==> config.mk <==
export PLATFORM = sky130hd
export DESIGN_NAME = neuron_lane_pe
export DESIGN_NICKNAME = d
export VERILOG_FILES = /design/src/rtl/neuron_lane_pe.sv
export SDC_FILE = /design/constraint.sdc
export NUM_CORES = 2
export LEC_CHECK = 0
export CELL_PAD_IN_SITES_DETAIL_PLACEMENT = 1
export CELL_PAD_IN_SITES_GLOBAL_PLACEMENT = 2
export CORE_ASPECT_RATIO = 0.5
export CORE_MARGIN = 2
export CORE_UTILIZATION = 41
export DETAILED_ROUTE_END_ITERATION = 16
export PLACE_DENSITY = 0.86
export SLEW_MARGIN = 20
export SYNTH_ARGS = -nofsm -noshare
export SYNTH_HDL_FRONTEND = slang
export SYNTH_SLANG_ARGS = --single-unit
==> constraint.sdc <==
create_clock -name clk -period 7.8 [get_ports clk]
set_input_delay 1.56 -clock clk [delete_from_list [all_inputs] [get_ports clk]]
set_output_delay 1.56 -clock clk [all_outputs]
set_load 0.02 [all_outputs]
==> src/rtl/neuron_lane_pe.sv <==
// neuron_lane_pe
//   Multi-lane fully connected neuron. It accumulates numWeight products,
//   taking `lanes` inputs per beat, adds a runtime-loaded bias, applies
//   ReLU or linear activation, and holds the result on a valid/ready output.
//   Weights and bias are written by config strobes that match this neuron's
//   layer and neuron numbers.
//
// Ports
//   clk, rst              clock, synchronous active-high reset
//   myinput               lanes x dataWidth signed inputs (lane i at i*dataWidth)
//   myinputValid/Ready    input beat handshake
//   weightValid/Value     weight write (low dataWidth bits), auto-incrementing address
//   biasValid/Value       bias write (low dataWidth bits)
//   config_layer_num      write target layer
//   config_neuron_num     write target neuron
//   out/outvalid/outready activated result handshake
//   busy                  high whenever a vector is in progress
//   cfg_err               sticky: a matched config write arrived while busy
module neuron_lane_pe #(
  parameter int    layerNo        = 1,
  parameter int    neuronNo       = 0,
  parameter int    numWeight      = 8,
  parameter int    lanes          = 2,
  parameter int    dataWidth      = 16,
  parameter int    weightIntWidth = 1,
  parameter string actType        = "relu"
) (
  input  logic                         clk,
  input  logic                         rst,
  input  logic [lanes*dataWidth-1:0]   myinput,
  input  logic                         myinputValid,
  output logic                         myinputReady,
  input  logic                         weightValid,
  input  logic                         biasValid,
  input  logic [31:0]                  weightValue,
  input  logic [31:0]                  biasValue,
  input  logic [31:0]                  config_layer_num,
  input  logic [31:0]                  config_neuron_num,
  output logic [dataWidth-1:0]         out,
  output logic                         outvalid,
  input  logic                         outready,
  output logic                         busy,
  output logic                         cfg_err
);

  localparam int D         = dataWidth;
  localparam int NUM_BEATS = numWeight / lanes;
  localparam int WA_W      = (numWeight > 1) ? $clog2(numWeight) : 1;
  localparam int ROW_W     = (NUM_BEATS > 1) ? $clog2(NUM_BEATS) : 1;
  localparam int ACC_W     = 2 * D;
  localparam int SUM_W     = 2 * D + $clog2(lanes);
  localparam int EXT_W     = SUM_W + 1;
  localparam int SHIFT     = D - weightIntWidth;
  localparam bit IS_RELU   = (actType == "relu");

  localparam logic [WA_W-1:0]  WA_LAST   = WA_W'(numWeight - 1);
  localparam logic [ROW_W-1:0] BEAT_LAST = ROW_W'(NUM_BEATS - 1);

  // Accumulator and output saturation bounds, sign-extended to the working width.
  localparam logic signed [EXT_W-1:0] ACC_MAX = {{(EXT_W-ACC_W+1){1'b0}}, {(ACC_W-1){1'b1}}};
  localparam logic signed [EXT_W-1:0] ACC_MIN = ~ACC_MAX;
  localparam logic signed [ACC_W-1:0] OUT_MAX = {{(ACC_W-D+1){1'b0}}, {(D-1){1'b1}}};
  localparam logic signed [ACC_W-1:0] OUT_MIN = ~OUT_MAX;

  typedef enum logic [2:0] {
    S_IDLE  = 3'd0,
    S_ACC   = 3'd1,
    S_DRAIN = 3'd2,
    S_BIAS  = 3'd3,
    S_ACT   = 3'd4,
    S_OUT   = 3'd5
  } state_t;

  state_t                    state_q, state_d;
  logic [ROW_W-1:0]          beat_q, beat_d;
  logic [1:0]                drain_q, drain_d;
  logic signed [ACC_W-1:0]   acc_q, acc_d;
  logic signed [D-1:0]       bias_q, bias_d;
  logic [WA_W-1:0]           waddr_q, waddr_d;
  logic                      cfg_err_q, cfg_err_d;
  logic [D-1:0]              out_q, out_d;
  logic                      outvalid_q, outvalid_d;
  logic                      s1_vld_q, s2_vld_q, s3_vld_q;
  logic signed [SUM_W-1:0]   lsum_q, lsum_d;
  logic [lanes*ACC_W-1:0]    prod_flat;

  logic                      accept;
  logic                      cfg_hit;
  logic                      weight_wr;
  logic [31:0]               waddr_ext;
  logic [ROW_W-1:0]          wr_row;
  logic signed [EXT_W-1:0]   acc_sum;
  logic signed [EXT_W-1:0]   bias_aligned;
  logic signed [EXT_W-1:0]   bias_sum;
  logic signed [ACC_W-1:0]   shifted;
  logic signed [D-1:0]       sat_out;
  logic [D-1:0]              act_val;
  logic                      unused_bits;

  assign unused_bits = ^{weightValue[31:D], biasValue[31:D]};

  // Ready depends on state (and reset) only, never on myinputValid.
  assign myinputReady = ~rst & ((state_q == S_IDLE) | (state_q == S_ACC));
  assign accept       = myinputValid & myinputReady;
  assign cfg_hit      = (config_layer_num == 32'(layerNo)) &&
                        (config_neuron_num == 32'(neuronNo));
  assign weight_wr    = cfg_hit & weightValid & (state_q == S_IDLE);
  assign waddr_ext    = 32'(waddr_q);
  assign wr_row       = ROW_W'(waddr_ext / 32'(lanes));

  function automatic logic signed [ACC_W-1:0] sat_acc(input logic signed [EXT_W-1:0] v);
    if (v > ACC_MAX)      return ACC_MAX[ACC_W-1:0];
    else if (v < ACC_MIN) return ACC_MIN[ACC_W-1:0];
    else                  return v[ACC_W-1:0];
  endfunction

  // Per-lane weight bank, S1 input/weight registers and S2 product register.
  // Weight index k lives in bank k%lanes, row k/lanes; the bank is read
  // every cycle at the current beat so S1 always holds that beat's weight.
  for (genvar gi = 0; gi < lanes; gi++) begin : g_lane
    logic signed [D-1:0]     mem [NUM_BEATS];
    logic                    wr_en;
    logic signed [D-1:0]     in_d, in_q;
    logic signed [D-1:0]     w_q;
    logic signed [ACC_W-1:0] prod_d, prod_q;

    assign wr_en  = weight_wr && ((waddr_ext % 32'(lanes)) == 32'(gi));
    assign in_d   = myinput[gi*D +: D];
    assign prod_d = in_q * w_q;

    always_ff @(posedge clk) begin
      if (wr_en) mem[wr_row] <= weightValue[D-1:0];
      w_q    <= mem[beat_q];
      in_q   <= in_d;
      prod_q <= prod_d;
    end

    assign prod_flat[gi*ACC_W +: ACC_W] = prod_q;
  end

  // S3 lane sum at full precision.
  always_comb begin
    lsum_d = '0;
    for (int i = 0; i < lanes; i++) begin
      lsum_d = lsum_d + SUM_W'($signed(prod_flat[i*ACC_W +: ACC_W]));
    end
  end

  always_ff @(posedge clk) begin
    lsum_q <= lsum_d;
  end

  // Output scaling back to the Q format, saturation and activation.
  always_comb begin
    shifted = acc_q >>> SHIFT;
    if (shifted > OUT_MAX)      sat_out = OUT_MAX[D-1:0];
    else if (shifted < OUT_MIN) sat_out = OUT_MIN[D-1:0];
    else                        sat_out = shifted[D-1:0];
    act_val = (IS_RELU && sat_out[D-1]) ? '0 : sat_out;
  end

  assign acc_sum      = EXT_W'(acc_q) + EXT_W'(lsum_q);
  assign bias_aligned = EXT_W'(bias_q) <<< SHIFT;
  assign bias_sum     = EXT_W'(acc_q) + bias_aligned;

  always_comb begin
    state_d    = state_q;
    beat_d     = beat_q;
    drain_d    = '0;
    acc_d      = acc_q;
    bias_d     = bias_q;
    waddr_d    = waddr_q;
    cfg_err_d  = cfg_err_q;
    out_d      = out_q;
    outvalid_d = outvalid_q;

    // Config writes are only honoured while idle; otherwise they are flagged.
    if (cfg_hit && (weightValid || biasValid)) begin
      if (state_q == S_IDLE) begin
        if (weightValid) waddr_d = (waddr_q == WA_LAST) ? '0 : waddr_q + WA_W'(1);
        if (biasValid)   bias_d  = biasValue[D-1:0];
      end else begin
        cfg_err_d = 1'b1;
      end
    end

    // S4: saturating accumulate of each lane sum leaving S3.
    if (s3_vld_q) acc_d = sat_acc(acc_sum);

    case (state_q)
      S_IDLE: begin
        if (accept) begin
          acc_d = '0;
          if (NUM_BEATS == 1) begin
            state_d = S_DRAIN;
          end else begin
            state_d = S_ACC;
            beat_d  = ROW_W'(1);
          end
        end
      end
      S_ACC: begin
        if (accept) begin
          if (beat_q == BEAT_LAST) begin
            beat_d  = '0;
            state_d = S_DRAIN;
          end else begin
            beat_d = beat_q + ROW_W'(1);
          end
        end
      end
      S_DRAIN: begin
        // Held for 4 cycles: the last beat has left S4 before the bias lands,
        // which puts the bias add 5 cycles and outvalid 6 cycles after it.
        if (drain_q == 2'd3) state_d = S_BIAS;
        else                 drain_d = drain_q + 2'd1;
      end
      S_BIAS: begin
        acc_d   = sat_acc(bias_sum);
        state_d = S_ACT;
      end
      S_ACT: begin
        out_d      = act_val;
        outvalid_d = 1'b1;
        state_d    = S_OUT;
      end
      S_OUT: begin
        if (outready) begin
          outvalid_d = 1'b0;
          state_d    = S_IDLE;
        end
      end
      default: state_d = S_IDLE;
    endcase
  end

  always_ff @(posedge clk) begin
    if (rst) begin
      state_q    <= S_IDLE;
      beat_q     <= '0;
      drain_q    <= '0;
      acc_q      <= '0;
      bias_q     <= '0;
      waddr_q    <= '0;
      cfg_err_q  <= 1'b0;
      out_q      <= '0;
      outvalid_q <= 1'b0;
      s1_vld_q   <= 1'b0;
      s2_vld_q   <= 1'b0;
      s3_vld_q   <= 1'b0;
    end else begin
      state_q    <= state_d;
      beat_q     <= beat_d;
      drain_q    <= drain_d;
      acc_q      <= acc_d;
      bias_q     <= bias_d;
      waddr_q    <= waddr_d;
      cfg_err_q  <= cfg_err_d;
      out_q      <= out_d;
      outvalid_q <= outvalid_d;
      s1_vld_q   <= accept;
      s2_vld_q   <= s1_vld_q;
      s3_vld_q   <= s2_vld_q;
    end
  end

  assign out      = out_q;
  assign outvalid = outvalid_q;
  assign busy     = (state_q != S_IDLE);
  assign cfg_err  = cfg_err_q;

endmodule

==> results.yml <==
run_status:
  status: "finished, final reports clean"
synthesis:
  synth-xor-area-share_pct: 3.29
  synth_fa_ha_area_share_pct: 38.9
  synthSimpleGateAreaFrac_pct: 13.5
  muxShareOfSynthArea_pct: 2.56
  syn_nets: 4457
  synth.distinct_cells: 81
  netlist_area_um2: 35100
  ys_seq_area_share_pct: 24.6
  synth_top_family_by_area: "adder cells"
  avgSynthCellArea_um2: 10.0
  yosysTopAreaCellShare_pct: 30.0
  yosys-top-cells-count: "inv_1 (623), fa_1 (527), nand2_1 (303), and2_1 (254), ha_1 (250)"
  synth_most_common_cell: "inv_1"
  async_flop_share_pct: 0
  synth_edf_count: 128
  synth-main-ff-cell: "dfxtp_1"
  synth_compound_area_share_pct: 9.14
  syn_inst: 3514
  synth_area_leaders: "fa_1 (30%), dfxtp_1 (14%), edfxtp_1 (11%), ha_1 (8.9%), inv_1 (6.7%)"
  ys_warn_count: 0
  synth_area_leader_cell: "fa_1"
  synth-seq-cells: 367
clock_tree:
  clkSinkCount: 367
  clock_path_buffers: 3
  cts_setup_buffers: 0
  cts_root_buf: "clkbuf_16"
  hold_buffers: 0
  clk_latency_ps: 590
  h-tree-depth: 2
  cts_tree: "built"
  cts_made_buffers: 38
  ctsResizeCount: 0
  cts.clk_slew.worst_paths_ps: 70
grt:
  grt_first_pass_wirelength_um: 151000
  grt_max_degree: 36
  grt_use_total_pct: 21.6
  antenna_found_initial: 4
  grt.overflow.total: 0
  grt_pass1_vias: 28000
placement:
  gp_congestion: 0.837
  place_ws_ps: 939
  io_buffers: 152
  post_dp_cell_area_um2: 37800
  dp_hpwl_um: 75000
timing:
  setup_slack_ps: 867
  period_needed_ps: 6930
  min_period_over_period_pct: 88.9
  max_slew_margin_pct: 31.9
  drv_slew: 0
  max_freq_mhz: 144
  worst_pin_slew_ps: 1020
  grt_setup_unrepaired: "no"
  setup_tns_ps: 0
  hold_viol: 0
  finalSetupViolCount: 0
  clock_skew_ps: 16.9
detailed_routing:
  num_vias: 24900
  routed_wl_um: 92400
  via_per_inst: 5.22
  ant_nets: 0
  drc: 0
  drtIter0Drc: 1186
  wire_per_inst_um: 19.4
  drtPass1Iterations: 6
layout:
  drive_gt1_share_pct: 4.36
  fin_area_um2: 39200
  num-nets-final: 4560
  area_growth_pct: 11.5
  fin_util_pct: 46.4
critical_path:
  slowest_stage: "fa_1"
  cp.required_ps: 8310
  worst_path_most_repeated_cell: "fa_1"
  end_kind: "flip-flop"
  cp.arrival_ps: 7440
  path_cells: "nand2_1 -> inv_1 -> fa_1 -> fa_1 -> fa_1 -> fa_1 -> fa_1 -> inv_1 -> fa_1 -> inv_1 -> ha_1 -> nand2_1 -> nor3_1 -> a22o_1 -> a211oi_1 -> nor2_1 -> o31a_1 -> o41ai_1 -> xnor2_1"
  critPathLaunchType: "flip-flop"
  path_max_fanout: 16
  crit_path_max_incr_delay_ps: 880
  critical_path_class: "reg2reg"
floorplanning:
  die_h_um: 211
  rows: 75
  num_io_pins: 186
  fp.dieW_um: 418
  die_area_um2: 88200
  start_util_pct: 41.6
  coreArea_um2: 84400
run:
  max_cap_viol_count: 0
worst_hold_path:
  hold_path.class: "reg2reg"
==> cells in the final DEF (no fill, tap or decap), types with 20 or more instances in the layout <==
cell type / synthesis / layout
nor4_1: 32 / 32
o21ai_0: 107 / 107
clkbuf_16: 0 / 39
ha_1: 250 / 250
nand2_1: 303 / 303
a21o_1: 58 / 58
nand3_1: 21 / 21
nor3_1: 39 / 37
a211oi_1: 36 / 36
xnor2_1: 94 / 94
fa_1: 527 / 527
nor2_1: 166 / 166
xor2_1: 38 / 38
clkdlybuf4s50_1: 0 / 151
nand4_1: 24 / 24
o21a_1: 20 / 20
nand2b_1: 33 / 32
buf_4: 2 / 30
dfxtp_1: 239 / 238
and2_1: 254 / 254
mux4_2: 32 / 32
a21oi_1: 130 / 130
edfxtp_1: 128 / 128
inv_1: 623 / 623
==> registers in the layout (all words and copies together), names as in the netlist, 3 cells and up <==
name           cells
acc_q             32
bias_q            16
g_lane.in_q       32
g_lane.mem       128
g_lane.prod_q     64
g_lane.w_q        32
lsum_q            33
out               15
state_q            3
waddr_q            3
==> stage by stage <==
step | hold slack (ps) | cells
after detailed placement | 412 | 4692
after global routing | 468 | 4762
final | 424 | 4764
after CTS | 425 | 4761
after global placement | 405 | 4692
after floorplan | 397 | 3514
==> cell families after synthesis <==
logic type      count (synthesis)
simple gates                  944
mux                            50
flops                         367
other cells                     1
xor+xnor                      132
compound gates                499
fa+ha+maj                     777
buf+inv                       744
==> worst max-delay path, delay by kind of cell, from the launching register on <==
family	cells	cell delay (ps)
buffers and inverters	3	260
adders and majority gates	7	3840
xor gates and xnor gates	1	160
and+or+nand+nor	4	500
AOI/OAI and AO/OA	4	1320
DFF	1	780
==> final cells by class <==
type,count,area (um^2)
diodes,2,5.00
flip-flops and latches,367,8630
fillers,9352,45200
clock inverters,20,230
clock buffers,49,1070
inverters,624,2340
repair buffers,183,1760
multi-input cells,2403,23700
well taps,1116,1400
==> routing by layer <==
metal | global-route usage, % | routed length, um
met1 | 28.3 | 41300
met2 | 37.2 | 44900
met3 | 3.36 | 3670
met4 | 6.19 | 2510
met5 | 0 | 11
==> final timing paths <==
| kind | from | to | slack (ps) | cells after the start |
|---|---|---|---|---|
| setup / recovery | g_lane[0].in_q[15]$_DFF_P_ | g_lane[0].prod_q[29]$_DFF_P_ | 870 | 19 |
| hold / removal | drain_q[0]$_SDFF_PP0_ | drain_q[0]$_SDFF_PP0_ | 420 | 1 |
| setup reg to reg | g_lane[0].in_q[15]$_DFF_P_ | g_lane[0].prod_q[29]$_DFF_P_ | 870 | 19 |
| hold reg to reg | drain_q[0]$_SDFF_PP0_ | drain_q[0]$_SDFF_PP0_ | 420 | 1 |
Power is not shown: default switching activity piles up to over one toggle a cycle in this logic, so the estimate is an artifact.
